===== src/rtl/debounce_edge_if.sv =====
// rtl/debounce_edge_if.sv - raw level in, debounced level/strobes/toggle out
interface debounce_edge_if;
    logic d;
    logic en;
    logic q;
    logic rise;
    logic fall;
    logic tq;
    logic busy;

    modport master (
        output d,
        output en,
        input  q,
        input  rise,
        input  fall,
        input  tq,
        input  busy
    );

    modport slave (
        input  d,
        input  en,
        output q,
        output rise,
        output fall,
        output tq,
        output busy
    );
endinterface


===== src/rtl/debounce_edge.sv =====
// rtl/debounce_edge.sv - synchronise and debounce one raw level, with edge strobes and toggle
module debounce_edge #(
    parameter int SYNC_STAGES   = 2,
    parameter int STABLE_CYCLES = 8,
    parameter int CNT_W         = 4
) (
    input  logic            clk,
    input  logic            rst,
    debounce_edge_if.slave  bus
);
    typedef enum logic [1:0] {LO, WAIT_HI, HI, WAIT_LO} state_t;

    localparam logic [CNT_W-1:0] CNT_LAST = CNT_W'(STABLE_CYCLES - 1);

    logic [SYNC_STAGES-1:0] sync;
    logic                   s;
    state_t                 state;
    logic [CNT_W-1:0]       cnt;
    logic                   q_r;
    logic                   rise_r;
    logic                   fall_r;
    logic                   tq_r;

    // Free-running synchroniser: the only logic that ever looks at the raw input.
    always_ff @(posedge clk) begin
        if (rst) begin
            sync <= '0;
        end else begin
            sync <= {sync[SYNC_STAGES-2:0], bus.d};
        end
    end

    assign s = sync[SYNC_STAGES-1];

    always_ff @(posedge clk) begin
        if (rst) begin
            state  <= LO;
            cnt    <= '0;
            q_r    <= 1'b0;
            rise_r <= 1'b0;
            fall_r <= 1'b0;
            tq_r   <= 1'b0;
        end else begin
            rise_r <= 1'b0;
            fall_r <= 1'b0;
            if (bus.en) begin
                case (state)
                    LO: begin
                        if (s) begin
                            if (STABLE_CYCLES == 1) begin
                                state  <= HI;
                                q_r    <= 1'b1;
                                rise_r <= 1'b1;
                                tq_r   <= ~tq_r;
                            end else begin
                                state <= WAIT_HI;
                                cnt   <= CNT_W'(1);
                            end
                        end
                    end
                    WAIT_HI: begin
                        if (!s) begin
                            state <= LO;
                            cnt   <= '0;
                        end else if (cnt == CNT_LAST) begin
                            state  <= HI;
                            cnt    <= '0;
                            q_r    <= 1'b1;
                            rise_r <= 1'b1;
                            tq_r   <= ~tq_r;
                        end else begin
                            cnt <= cnt + CNT_W'(1);
                        end
                    end
                    HI: begin
                        if (!s) begin
                            if (STABLE_CYCLES == 1) begin
                                state  <= LO;
                                q_r    <= 1'b0;
                                fall_r <= 1'b1;
                            end else begin
                                state <= WAIT_LO;
                                cnt   <= CNT_W'(1);
                            end
                        end
                    end
                    WAIT_LO: begin
                        if (s) begin
                            state <= HI;
                            cnt   <= '0;
                        end else if (cnt == CNT_LAST) begin
                            state  <= LO;
                            cnt    <= '0;
                            q_r    <= 1'b0;
                            fall_r <= 1'b1;
                        end else begin
                            cnt <= cnt + CNT_W'(1);
                        end
                    end
                    default: begin
                        state <= LO;
                        cnt   <= '0;
                    end
                endcase
            end
        end
    end

    assign bus.q    = q_r;
    assign bus.rise = rise_r;
    assign bus.fall = fall_r;
    assign bus.tq   = tq_r;
    assign bus.busy = (state == WAIT_HI) || (state == WAIT_LO);
endmodule


===== src/flat_wrapper.sv =====
// flat-port wrapper written by rule: the top's interface ports become plain ports
module debounce_edge_flat 
#(
    parameter int SYNC_STAGES   = 2,
    parameter int STABLE_CYCLES = 8,
    parameter int CNT_W         = 4
)
  (clk, rst, bus_d, bus_en, bus_q, bus_rise, bus_fall, bus_tq, bus_busy);
  debounce_edge_if bus_i ();
  input  logic clk;
  input  logic rst;
  input wire logic [$bits(bus_i.d)-1:0] bus_d;
  input wire logic [$bits(bus_i.en)-1:0] bus_en;
  output wire logic [$bits(bus_i.q)-1:0] bus_q;
  output wire logic [$bits(bus_i.rise)-1:0] bus_rise;
  output wire logic [$bits(bus_i.fall)-1:0] bus_fall;
  output wire logic [$bits(bus_i.tq)-1:0] bus_tq;
  output wire logic [$bits(bus_i.busy)-1:0] bus_busy;
  assign bus_i.d = bus_d;
  assign bus_i.en = bus_en;
  assign bus_q = bus_i.q;
  assign bus_rise = bus_i.rise;
  assign bus_fall = bus_i.fall;
  assign bus_tq = bus_i.tq;
  assign bus_busy = bus_i.busy;
  debounce_edge #(.SYNC_STAGES(SYNC_STAGES), .STABLE_CYCLES(STABLE_CYCLES), .CNT_W(CNT_W)) u_core (.clk(clk), .rst(rst), .bus(bus_i));
endmodule

===== config.mk =====
export PLATFORM = sky130hd
export DESIGN_NAME = debounce_edge_flat
export DESIGN_NICKNAME = d
export VERILOG_FILES = /design/src/rtl/debounce_edge_if.sv /design/src/rtl/debounce_edge.sv /design/src/flat_wrapper.sv
export SDC_FILE = /design/constraint.sdc
export NUM_CORES = 1
export LEC_CHECK = 0
export CORE_AREA = 5 5 42 44
export DETAILED_ROUTE_END_ITERATION = 10
export DIE_AREA = 0 0 47 49
export HOLD_SLACK_MARGIN = 0.03
export PLACE_DENSITY = 0.61
export SYNTH_ARGS = -nofsm -noshare
export SYNTH_HDL_FRONTEND = slang
export SYNTH_SLANG_ARGS = --single-unit

===== constraint.sdc =====
create_clock -name clk -period 1.6 [get_ports clk]
set_input_delay 0.16 -clock clk [delete_from_list [all_inputs] [get_ports clk]]
set_output_delay 0.16 -clock clk [all_outputs]
set_load 0.02 [all_outputs]

* Yosys cells after proc, flatten, opt, wreduce, memory -nomap -nowiden *
Index checks and enable logic that the tools add are counted.

operators by class
  multiplexer cells = 19
  equal/unequal tests = 12
  bitwise logic cells = 5
  add/sub/neg operators = 1
  reduce and logical (&&, ||, !) cells = 9

operator list
  cell                   number
  $mux W4                5
  $pmux W4 S4            1
  $mux W2                6
  $ne A2 B1 Y1 const B   4
  $pmux W2 S4            1
  $reduce_or A4 Y1       2
  $reduce_and A6 Y1      1
  $mux W1                5
  $not A1 Y1             5
  $reduce_and A5 Y1      1
  $add A4 B1 Y4 const B  1
  $eq A2 B2 Y1 const B   2
  $eq A4 B3 Y1 const B   1
  $ne A2 B2 Y1 const B   2
  $reduce_and A4 Y1      1
  $ne A3 B1 Y1 const B   1
  $ne A3 B3 Y1 const B   1
  $reduce_and A3 Y1      1
  $eq A2 B1 Y1 const B   1
  $logic_not A2 Y1       1
  $pmux W1 S2            1
  $reduce_bool A2 Y1     1
  $logic_or A1 B1 Y1     1

storage, ports and cells
  flip-flop bits (word level) = 12
  output and inout port bits = 5
  input port bits = 4

* Depth between registers and ports, before layout *
Gate-level depths: netlist of the first run.

  depth after elaboration = 4
  gate-level depth with buffers = 5
  depth with buffers taken out = 5

* Worst setup path before layout of the first run *
OpenSTA, ideal clock, no wires.

  kind = reg-to-reg
  start = reg u_core.cnt[0]
  end = reg u_core.q_r (netlist: u_core.bus.q)
  cell stages (with the launch flop) = 6
  clock period less this slack = 1183 ps
  path slack = 417 ps
  data arrival time = 1055 ps
  library setup time = 129 ps
  cell sequence = dfxtp_1 ha_1 and3b_1 nand3_1 o21ai_0 o31ai_1

between the ends
  word-level cells in the longest chain between the ends = 3
  elaborated cells between the ends (all ways) = 4
  classes of those cells = eq/ne: 3; reduce/logical: 1

RTL lines
  element                                 RTL line                                  RTL
  start: declaration                      debounce_edge.sv:18                       logic [CNT_W-1:0] cnt;
  start signal: assignment                debounce_edge.sv:72                       cnt <= cnt + CNT_W'(1);
  start signal: assignment                debounce_edge.sv:97                       cnt <= cnt + CNT_W'(1);
  $eq A4 B3 Y1 (*)                        debounce_edge.sv:65, debounce_edge.sv:91
  $ne A2 B1 Y1 (no source line)           --
  $reduce_and A6 Y1 (no source line) (*)  --
  end signal: assignment                  debounce_edge.sv:68                       q_r <= 1'b1;
  end signal: assignment                  debounce_edge.sv:79                       q_r <= 1'b0;
  end signal: assignment                  debounce_edge.sv:94                       q_r <= 1'b0;
  end: declaration                        debounce_edge.sv:19                       logic q_r;

Every way passes the cells marked *; elsewhere a longest branch is shown, timed or not.
A chain may end at the register's enable or synchronous reset.

* Final worst setup path of the first run *
  start = reg u_core.state[0]
  end = out bus_busy

between the ends
  word-level cells in the longest chain between the ends = 2
  elaborated cells between the ends (all ways) = 3
  classes of those cells = eq/ne: 2; reduce/logical: 1

RTL lines
  element                                              RTL line              RTL
  start: declaration                                   debounce_edge.sv:17   state_t state;
  start signal: assignment                             debounce_edge.sv:37   state <= LO;
  start signal: assignment                             debounce_edge.sv:51   state <= HI;
  start signal: assignment                             debounce_edge.sv:56   state <= WAIT_HI;
  $eq A2 B1 Y1 / $eq A2 B2 Y1 (equally long branches)  debounce_edge.sv:113  assign bus.busy = (state == WAIT_HI) || (state == WAIT_LO);
  $logic_or A1 B1 Y1 (*)                               debounce_edge.sv:113
  end: declaration                                     flat_wrapper.sv:18    output wire logic [$bits(bus_i.busy)-1:0] bus_busy;

Marked as above.

==> summary.md, run 1 <==
| Metric | Value |
|---|---|
| Vias per cell | `5.024` |
| Avg WL per Cell | `10.24 um` |
| MaxCap Viol Count | `0` |
| Worst skew pair latency | `270 ps` |
| Final Setup Violations | `0` |
| Worst r2r path cells | `5` |
| Vias post-DR | `about 420` |
| Final Max Slew Viols | `0` |
| Die width | `about 47 um` |
| Post-synth design cell area | `between 500 and 600 um^2` |
| Initial antenna violation count | `0` |
| Final min period | `1495 ps` |
| Maximum VDD drop | `0.4628 mV` |
| RSZ-0062 raised after global routing | `false` |
| Clk pin slew, worst setup/hold paths | `~80 ps` |
| Startpoint Class | `flop` |
| Number of buffers created by CTS | `3` |
| H-Tree Depth | `1` |
| Drc violations | `0` |
| Fin crit share | `93.44%` |
| CP top delay family | `buffers and inverters` |
| Area grow syn2layout | `26.85%` |
| Worst rel slew slack | `74.75%` |
| CTS tree | `built` |
| Initial core utilization | `36.25%` |
| GRT Util Overall | `under 10%` |
| YS warnings | `0` |
| R2r endpoint | `u_core.bus.q` |
| Crit path kind | `flop to primary output` |
| Final total power | `573.5 uW` |
| # diodes | `0` |
| Worst Clk Skew | `2.149 ps` |
| Vias in the first global route | `382` |
| I/O Buffers | `8` |
| Area contributors post-synth | `dfxtp_1 (47%), a21oi_1 (3.9%), nand2_1 (3.7%), nor2_1 (3.7%), nor2b_1 (3.7%)` |
| Post-layout util | `45.98%` |
| Yosys cell types | `26` |
| Synthesis-stage register bit count | `12` |
| Worst Path Arrival | `between 1000 and 1500 ps` |
| CTS Hold Bufs | `0` |
| Slew @ Worst Pin | `376.0 ps` |
| CTS Sinks | `12` |
| Top cell type's share of synthesized area | `47.29%` |
| Grt ovf | `0` |
| Final nets | `74` |
| Setup Buffers After CTS | `0` |
| Placeable Area | `1401 um^2` |
| CP max FO | `7` |
| Hold Path Class | `input port to flop` |
| CP Data Required Time | `roughly 1400 ps` |
| Root Driver | `clkbuf_4` |
| Worst hold path endpoint | `u_core.sync[0]` |
| Drt first pass iters | `4` |
| Max Buffers Root-to-Sink | `2` |
| Hold depth | `2` |
| Worst reg2reg startpoint | `u_core.cnt[0]` |
| Status | `finished, final reports clean` |
| Filler cells | `144` |
| Routed wire length | `860 um` |
| Syn nets | `62` |
| Worst setup EP type | `primary output` |
| R2R setup slack | `roughly 240 ps` |
| ANT nets after route | `0` |
| Fin Setup TNS | `0 ps` |
| Fmax | `between 600 and 700 MHz` |
| First-pass GRT wire length | `1.483 mm` |
| Share of cells above drive strength 1 | `~10%` |
| Hpwl dp | `652.5 um` |
| Die Height | `a little under 50 um` |
| CP Buf/Inv Count | `1` |
| Multi-input logic area | `roughly 260 um^2` |
| Critical Path, Cell by Cell | `clkdlybuf4s50_1` |
| Leak | `between 0.0002 and 0.00025 uW` |
| Avg Cell Area, Syn | `just under 9 um^2` |
| GP Congestion | `0.7480` |
| Worst Hold Launch | `bus_d` |
| Largest net degree at the start of global routing | `9` |
| Cells after synthesis | `57` |
| Design Area, Final | `644.4 um^2` |
| Sequential cell area | `approximately 240 um^2` |
| Endpoints failing hold | `0` |
| # IOs | `9` |
| Total die area | `around 2300 um^2` |
| Cts repair resizes | `0` |
| Leading area contributor after synthesis | `dfxtp_1` |
| Cell Area, Placed | `608.1 um^2` |
| Site Rows | `14` |
| Power per Cell Area | `between 800 and 900 nW/um^2` |
| Slowest-stage cell, CP | `clkdlybuf4s50_1` |
| Sequential fraction of the synthesis area | `47.29%` |
| CP peak stage delay | `640 ps` |
| Initial DRC Count | `1` |
[power breakdown]
| part | internal (uW) | leakage, uW | switching, uW |
|---|---|---|---|
| clock | 138 | 0.0000210 | 100 |
| combinational | 15.0 | 0.000108 | 14.2 |
| sequential | 302 | 0.0000972 | 3.84 |
[how the worst max path moves through the flow]
stage                         start       endpoint  cells after the start
CTS                 u_core.state[0]       bus_busy                      1
floorplan             u_core.cnt[0]   u_core.bus.q                      5
global placement             bus_en  u_core.cnt[3]                      5
finish              u_core.state[0]       bus_busy                      1
global route        u_core.state[0]       bus_busy                      1
detailed placement           bus_en  u_core.cnt[3]                      5
[layout by cell type, fill, tap and decap left out, drive strengths merged]
| cell type | synthesis | final |
|---|---|---|
| nor4b | 1 | 1 |
| inv | 1 | 1 |
| o21ai | 4 | 4 |
| nand3b | 1 | 1 |
| a21o | 1 | 1 |
| clkbuf | 2 | 4 |
| nor2b | 3 | 3 |
| mux2i | 1 | 1 |
| nor2 | 5 | 5 |
| nor3b | 1 | 1 |
| nand3 | 3 | 3 |
| and3b | 1 | 1 |
| ha | 1 | 1 |
| nor3 | 2 | 2 |
| o2bb2ai | 1 | 1 |
| nor4 | 1 | 1 |
| xnor2 | 2 | 2 |
| nand2 | 5 | 5 |
| or3 | 2 | 2 |
| clkdlybuf4s50 | 0 | 8 |
| buf | 0 | 1 |
| nand2b | 1 | 1 |
| a21oi | 5 | 5 |
| dfxtp | 12 | 12 |
| o31ai | 1 | 1 |
[cell usage after synthesis, drive strengths merged]
| cell type | n |
|---|---|
| a21o | 1 |
| nand2b | 1 |
| mux2i | 1 |
| ha | 1 |
| nor2 | 5 |
| o2bb2ai | 1 |
| nor3b | 1 |
| or3 | 2 |
| inv | 1 |
| dfxtp | 12 |
| and3b | 1 |
| nand3b | 1 |
| o21ai | 4 |
| nor4 | 1 |
| nor3 | 2 |
| nor4b | 1 |
| o31ai | 1 |
| xnor2 | 2 |
| nor2b | 3 |
| clkbuf | 2 |
| nand3 | 3 |
| a21oi | 5 |
| nand2 | 5 |
[registers in the layout, indices dropped and copies added (netlist names), named ones only]
register	cells
u_core.sync	2
u_core.bus.q	1
u_core.state	1
u_core.cnt	4
u_core.bus.tq	1
u_core.bus.fall	1
u_core.bus.rise	1
[routing by layer]
layer | GRT usage, % | part of all wire, % | up-vias
li1 | - | - | 222
met1 | 10.49 | 50 | 189
met2 | 12.90 | 42 | 9
met3 | 2.583 | 6.6 | 2
met4 | 5.530 | 1.2 | 0
met5 | 0 | 0 | -
[final cells by class]
cell class	count	area share, %
Multi-Input combinational cell	42	39.81
Sequential cell	12	37.28
Timing Repair Buffer	9	13.59
Clock buffer	4	5.631
Tap cell	16	3.107
Inverter	1	0.5825
[cells by family after synthesis]
family / count (synthesis) / synth area share [%]
AOI/OAI and AO/OA: 12 / 14.29
xor gates and xnor gates: 2 / 3.449
adders and majority gates: 1 / 2.463
buffers and inverters: 3 / 2.217
DFF: 12 / 47.29
muxes: 1 / 1.971
and+or+nand+nor: 26 / 28.33
[stage by stage]
step,setup slack (ps),cells,hold WS [ps]
3_5_place_dp,125.7,80,428.1
2_1_floorplan,416.9,57,288.2
3_3_place_gp,143.5,80,418.1
5_1_grt,36.12,84,451.1
4_1_cts,92.98,84,441.2
6_report,105.0,84,441.7
No activity file was read; power rests on OpenSTA's default activity.
==> run 2: changes to the inputs <==
==> constraint.sdc (replaced) <==
create_clock -name clk -period 1.4 [get_ports clk]
set_input_delay 0.14 -clock clk [delete_from_list [all_inputs] [get_ports clk]]
set_output_delay 0.14 -clock clk [all_outputs]
set_load 0.02 [all_outputs]
==> run 2 against run 1 <==
  * Register-to-register slack worse by 120 ps
  * Total power increased by 18%
  * Highest routed layer unchanged
  * Worst hold slack got worse by 35 ps
  * Largest power group unchanged
  * Critical endpoint is now bus_rise
  * Largest cell class unchanged
  * First-iteration DRC count rose to 6.0 times the previous value
==> summary.md, run 2 (same netlist as run 1, synthesis figures left out) <==
| Metric | Value |
|---|---|
| Crit path kind | `flop to primary output` |
| Grt ovf | `0` |
| Initial antenna violation count | `0` |
| Final min period | `1329 ps` |
| Worst reg2reg startpoint | `u_core.cnt[1]` |
| # IOs | `9` |
| Die width | `47 um` |
| Final total power | `674.5 uW` |
| Share of cells above drive strength 1 | `between 15 and 20%` |
| Endpoints failing hold | `0` |
| Largest net degree at the start of global routing | `10` |
| Max reg flops | `4` |
| I/O Buffers | `8` |
| H-Tree Depth | `1` |
| Worst Clk Skew | `6.083 ps` |
| Hpwl dp | `737.4 um` |
| MaxCap Viol Count | `0` |
| Vias per cell | `4.920` |
| Final Max Slew Viols | `0` |
| Power per Cell Area | `983.7 nW/um^2` |
| CTS tree | `built` |
| Setup Buffers After CTS | `0` |
| Critical Path End | `bus_rise` |
| Final nets | `slightly below 80` |
| Worst rel slew slack | `between 60 and 70%` |
| R2R setup slack | `120 ps` |
| CTS Sinks | `12` |
| Drt first pass iters | `4` |
| R2r endpoint | `u_core.bus.fall` |
| Inst Count DP | `84` |
| Initial DRC Count | `6` |
| Die Height | `49 um` |
| Fmax | `752.3 MHz` |
| First-pass GRT wire length | `1.649 mm` |
| Worst r2r path cells | `4` |
| Critical Path, Cell by Cell | `clkdlybuf4s50_1` |
| Vias post-DR | `roughly 430` |
| CP Buf/Inv Count | `1` |
| CP peak stage delay | `590 ps` |
| Vias in the first global route | `~420` |
| Status | `finished, final reports clean` |
| Initial core utilization | `36.25%` |
| Largest reg by FF count | `u_core.cnt` |
| Drc violations | `0` |
| Worst Path Arrival | `around 1200 ps` |
| Leak | `0.0002860 uW` |
| Number of buffers created by CTS | `3` |
| Most common cell after layout, fill and taps aside | `dfxtp_1` |
| Most frequent cells in the layout | `dfxtp_1 (12), nor2_1 (5), nand2_1 (5), clkdlybuf4s50_1 (5), buf_4 (5)` |
| # diodes | `0` |
| Worst setup EP type | `primary output` |
| Clk pin slew, worst setup/hold paths | `approximately 80 ps` |
| Slowest-stage cell, CP | `clkdlybuf4s50_1` |
| Startpoint Class | `flop` |
| Top Registers | `u_core.cnt (4), u_core.sync (2)` |
| GRT Util Overall | `9.901%` |
| CP Data Required Time | `roughly 1300 ps` |
| Layout Cells excl Fill | `88` |
| Total die area | `approximately 2300 um^2` |
| Site Rows | `14` |
| CP top delay family | `buffers and inverters` |
| Fin Setup TNS | `0 ps` |
| GP Congestion | `0.7743` |
| Final Setup Violations | `0` |
| Maximum VDD drop | `0.4811 mV` |
| ANT nets after route | `0` |
| Area grow syn2layout | `34.98%` |
| RSZ-0062 raised after global routing | `false` |
| Crit path depth | `1` |
| CTS Hold Bufs | `0` |
| Root Driver | `clkbuf_4` |
| Critical Path Source | `u_core.bus.rise` |
| Max Buffers Root-to-Sink | `2` |
| Slew @ Worst Pin | `467.8 ps` |
| Fin crit share | `94.94%` |
| Placeable Area | `about 1400 um^2` |
| Routed wire length | `about 1.0 mm` |
| Worst skew pair latency | `280 ps` |
| Hold Path Class | `input port to flop` |
| Avg WL per Cell | `roughly 12 um` |
| CP max FO | `1` |
run 2: cell type report:
cell class	count	area [um^2]
well taps	16	20.02
multi-input cells	42	264.0
inverters	1	3.754
repair buffers	13	121.4
clock buffers	4	36.28
flip-flops and latches	12	240.2
fillers	154	715.7
run 2: power by group:
part	total [uW]	internal [uW]	switching [uW]
logic	41.0	21.1	19.9
registers	348	345	2.72
clock network	285	158	127
total	674	525	150
run 2: layer usage:
metal  wire [um]  track usage, %  up-vias
met5           0               0        -
met4          19           6.912        0
met3          78           2.583        2
met2         455           14.93       15
met1         461           11.58      187
li1            -               -      229
run 2: metrics by stage:
step                      instance area, um^2  hold WS [ps]  util [%]  worst slack [ps]
after global placement                  638.1         435.1     45.54             21.65
after CTS                               673.1         407.5     48.04             8.580
after floorplan                         508.0         268.2         -             216.9
after global routing                    685.7         403.1     48.93             28.11
after detailed placement                638.1         449.6     45.54             20.67
final                                   685.7         406.9     48.93             70.83
run 2: timing repair:
action / CTS / global route
gates resized for setup: 1 / 4
hold endpoints to repair: 0 / 0
setup endpoints to repair: 1 / 4
run 2: worst min-delay path by stage:
stage,startpoint,slack (ps),end,cells past startpoint
2_1_floorplan,bus_d,270,u_core.sync[0],1
3_3_place_gp,u_core.sync[0],440,u_core.sync[1],1
3_5_place_dp,u_core.sync[0],450,u_core.sync[1],1
4_1_cts,bus_d,410,u_core.sync[0],2
5_1_grt,bus_d,400,u_core.sync[0],2
6_report,bus_d,410,u_core.sync[0],2
==> run 3: changes to the inputs <==
--- a/config.mk
+++ b/config.mk
@@ -10,6 +10,7 @@
 export DIE_AREA = 0 0 47 49
 export HOLD_SLACK_MARGIN = 0.03
 export PLACE_DENSITY = 0.61
+export REMOVE_ABC_BUFFERS = 1
 export SYNTH_ARGS = -nofsm -noshare
 export SYNTH_HDL_FRONTEND = slang
 export SYNTH_SLANG_ARGS = --single-unit
==> run 3 against run 2 <==
  * Via count decreased by 0.23%
  * Critical endpoint is now bus_fall
  * Highest routed layer unchanged
  * Core utilization is 0.45 points lower
  * Clock power shrank 5%
  * Largest power group unchanged
  * Combinational power shrank 7.3%
==> summary.md, run 3 (same netlist as run 1, synthesis figures left out) <==
| Metric | Value |
|---|---|
| Status | `finished, final reports clean` |
| Largest reg by FF count | `u_core.cnt` |
| H-Tree Depth | `1` |
| Power per Cell Area | `969.6 nW/um^2` |
| Filler cells | `131` |
| CTS tree | `built` |
| Clk pin slew, worst setup/hold paths | `~70 ps` |
| Flop pwr share | `53.0%` |
| Comb pwr share | `5.8%` |
| MaxCap Viol Count | `0` |
| Maximum VDD drop | `roughly 0.48 mV` |
| Worst skew pair latency | `270 ps` |
| Slowest-stage cell, CP | `clkdlybuf4s50_1` |
| Crit path kind | `flop to primary output` |
| Endpoints failing hold | `0` |
| Grt ovf | `0` |
| Vias post-DR | `approximately 430` |
| Startpoint Class | `flop` |
| Worst setup EP type | `primary output` |
| Worst rel slew slack | `roughly three quarters` |
| Cell Area, Placed | `roughly 630 um^2` |
| First-pass GRT wire length | `1.580 mm` |
| CTS Sinks | `12` |
| Sw frac | `about a fifth` |
| DP Worst Slack | `around 34 ps` |
| P_int | `523.2 uW` |
| Vias per cell | `4.966` |
| Die Height | `49 um` |
| Drt first pass iters | `4` |
| CP Buf/Inv Count | `1` |
| Max Buffers Root-to-Sink | `2` |
| Critical Path, Cell by Cell | `clkdlybuf4s50_1` |
| Leak | `0.0002811 uW` |
| CP top delay family | `buffers and inverters` |
| Clock share of power | `slightly above 40%` |
| Fmax | `roughly 770 MHz` |
| Worst Path Arrival | `between 1000 and 1500 ps` |
| Sequential cell area | `241.5 um^2` |
| CP Data Required Time | `1260 ps` |
| Setup ws final | `about 95 ps` |
| # diodes | `0` |
| Setup Buffers After CTS | `0` |
| Inst Count DP | `83` |
| Number of buffers created by CTS | `3` |
| Layout Cells excl Fill | `between 80 and 90` |
| GP Congestion | `0.7403` |
| Drc violations | `0` |
| Hpwl dp | `~700 um` |
| Most frequent cells in the layout | `dfxtp_1 (11), nor2_1 (5), nand2_1 (5), clkdlybuf4s50_1 (5)` |
| Share of cells above drive strength 1 | `18.31%` |
| Largest net degree at the start of global routing | `11` |
| Most common cell after layout, fill and taps aside | `dfxtp_1` |
| Post-layout util | `48.48%` |
| Switching power | `135.5 uW` |
| Final Max Slew Viols | `0` |
| Multi-input logic area | `around 260 um^2` |
| Max reg flops | `4` |
| Initial core utilization | `between 30% and 40%` |
| Area grow syn2layout | `33.74%` |
| Hold Path Class | `input port to flop` |
| Routed wire length | `914 um` |
| Root Driver | `clkbuf_4` |
| Die width | `47 um` |
| Vias in the first global route | `392` |
| Design Area, Final | `between 600 and 700 um^2` |
| Total die area | `2303 um^2` |
| Site Rows | `14` |
| Final Setup Violations | `0` |
| Top Registers | `u_core.cnt (4), u_core.sync (2)` |
| GRT Util Overall | `9.348%` |
| Avg WL per Cell | `10.51 um` |
| CP peak stage delay | `590 ps` |
| Worst Clk Skew | `between 2 and 2.5 ps` |
| CP max FO | `1` |
| Final min period | `1305 ps` |
| ANT nets after route | `0` |
| Final nets | `77` |
| CTS Hold Bufs | `0` |
| I/O Buffers | `8` |
| Initial DRC Count | `10` |
| Initial antenna violation count | `0` |
| Slew @ Worst Pin | `402.1 ps` |
| # IOs | `9` |
| Fin crit share | `between 90% and 100%` |
| Placeable Area | `1401 um^2` |
-- run 3: changes by cell type in the layout (fill, tap and decap cells not counted) --
cell,previous run,this run
dfxtp_1,12,11
buf_4,5,4
dfxtp_2,0,1
-- run 3: path summary, 6_finish.rpt --
path                                      start              to  slack [ps]  cells past startpoint
worst max-delay path            u_core.bus.fall        bus_fall         100                      1
worst min-delay path                      bus_d  u_core.sync[0]         420                      2
worst max register to register    u_core.cnt[0]    u_core.bus.q         110                      5
worst min register to register   u_core.sync[0]  u_core.sync[1]         440                      1
-- run 3: metrics by stage --
stage               total power, uW  TNS [ps]  hold slack, ps
floorplan                     369.8         0           209.1
global placement              395.7         0           420.3
detailed placement            395.5         0           428.3
CTS                           666.5         0           421.4
global route                  689.1    -2.588           413.4
finish                        658.7         0           423.8
-- run 3: routing by layer --
metal  global-route usage, %  vias up  wire (um)
met3                   2.583        2         51
met5                       0        -          0
met1                   11.63      195        430
li1                        -      228          -
met4                   5.530        0          9
met2                   13.80        7        422
-- run 3: power by group through the flow --
stage	logic [uW]	registers [uW]	clock network, uW
CTS	38.1	349	280
detailed placement	38.5	357	0
global route	41.6	350	298
global placement	38.8	357	0
floorplan	12.1	358	0
finish	38.0	349	272
-- run 3: layout make-up --
| cell class | instances | share of cell area (%) |
|---|---|---|
| multi-input combinational | 42 | 38.86 |
| sequential | 12 | 35.54 |
| timing repair buffer | 12 | 16.76 |
| clock buffer | 4 | 5.341 |
| tap | 16 | 2.947 |
| inverter | 1 | 0.5525 |
-- run 3: timing repair --
item                                    in CTS  in global routing
gates cloned                                 0                  0
endpoints found under the setup margin       1                  5
gates resized for setup                      1                  5
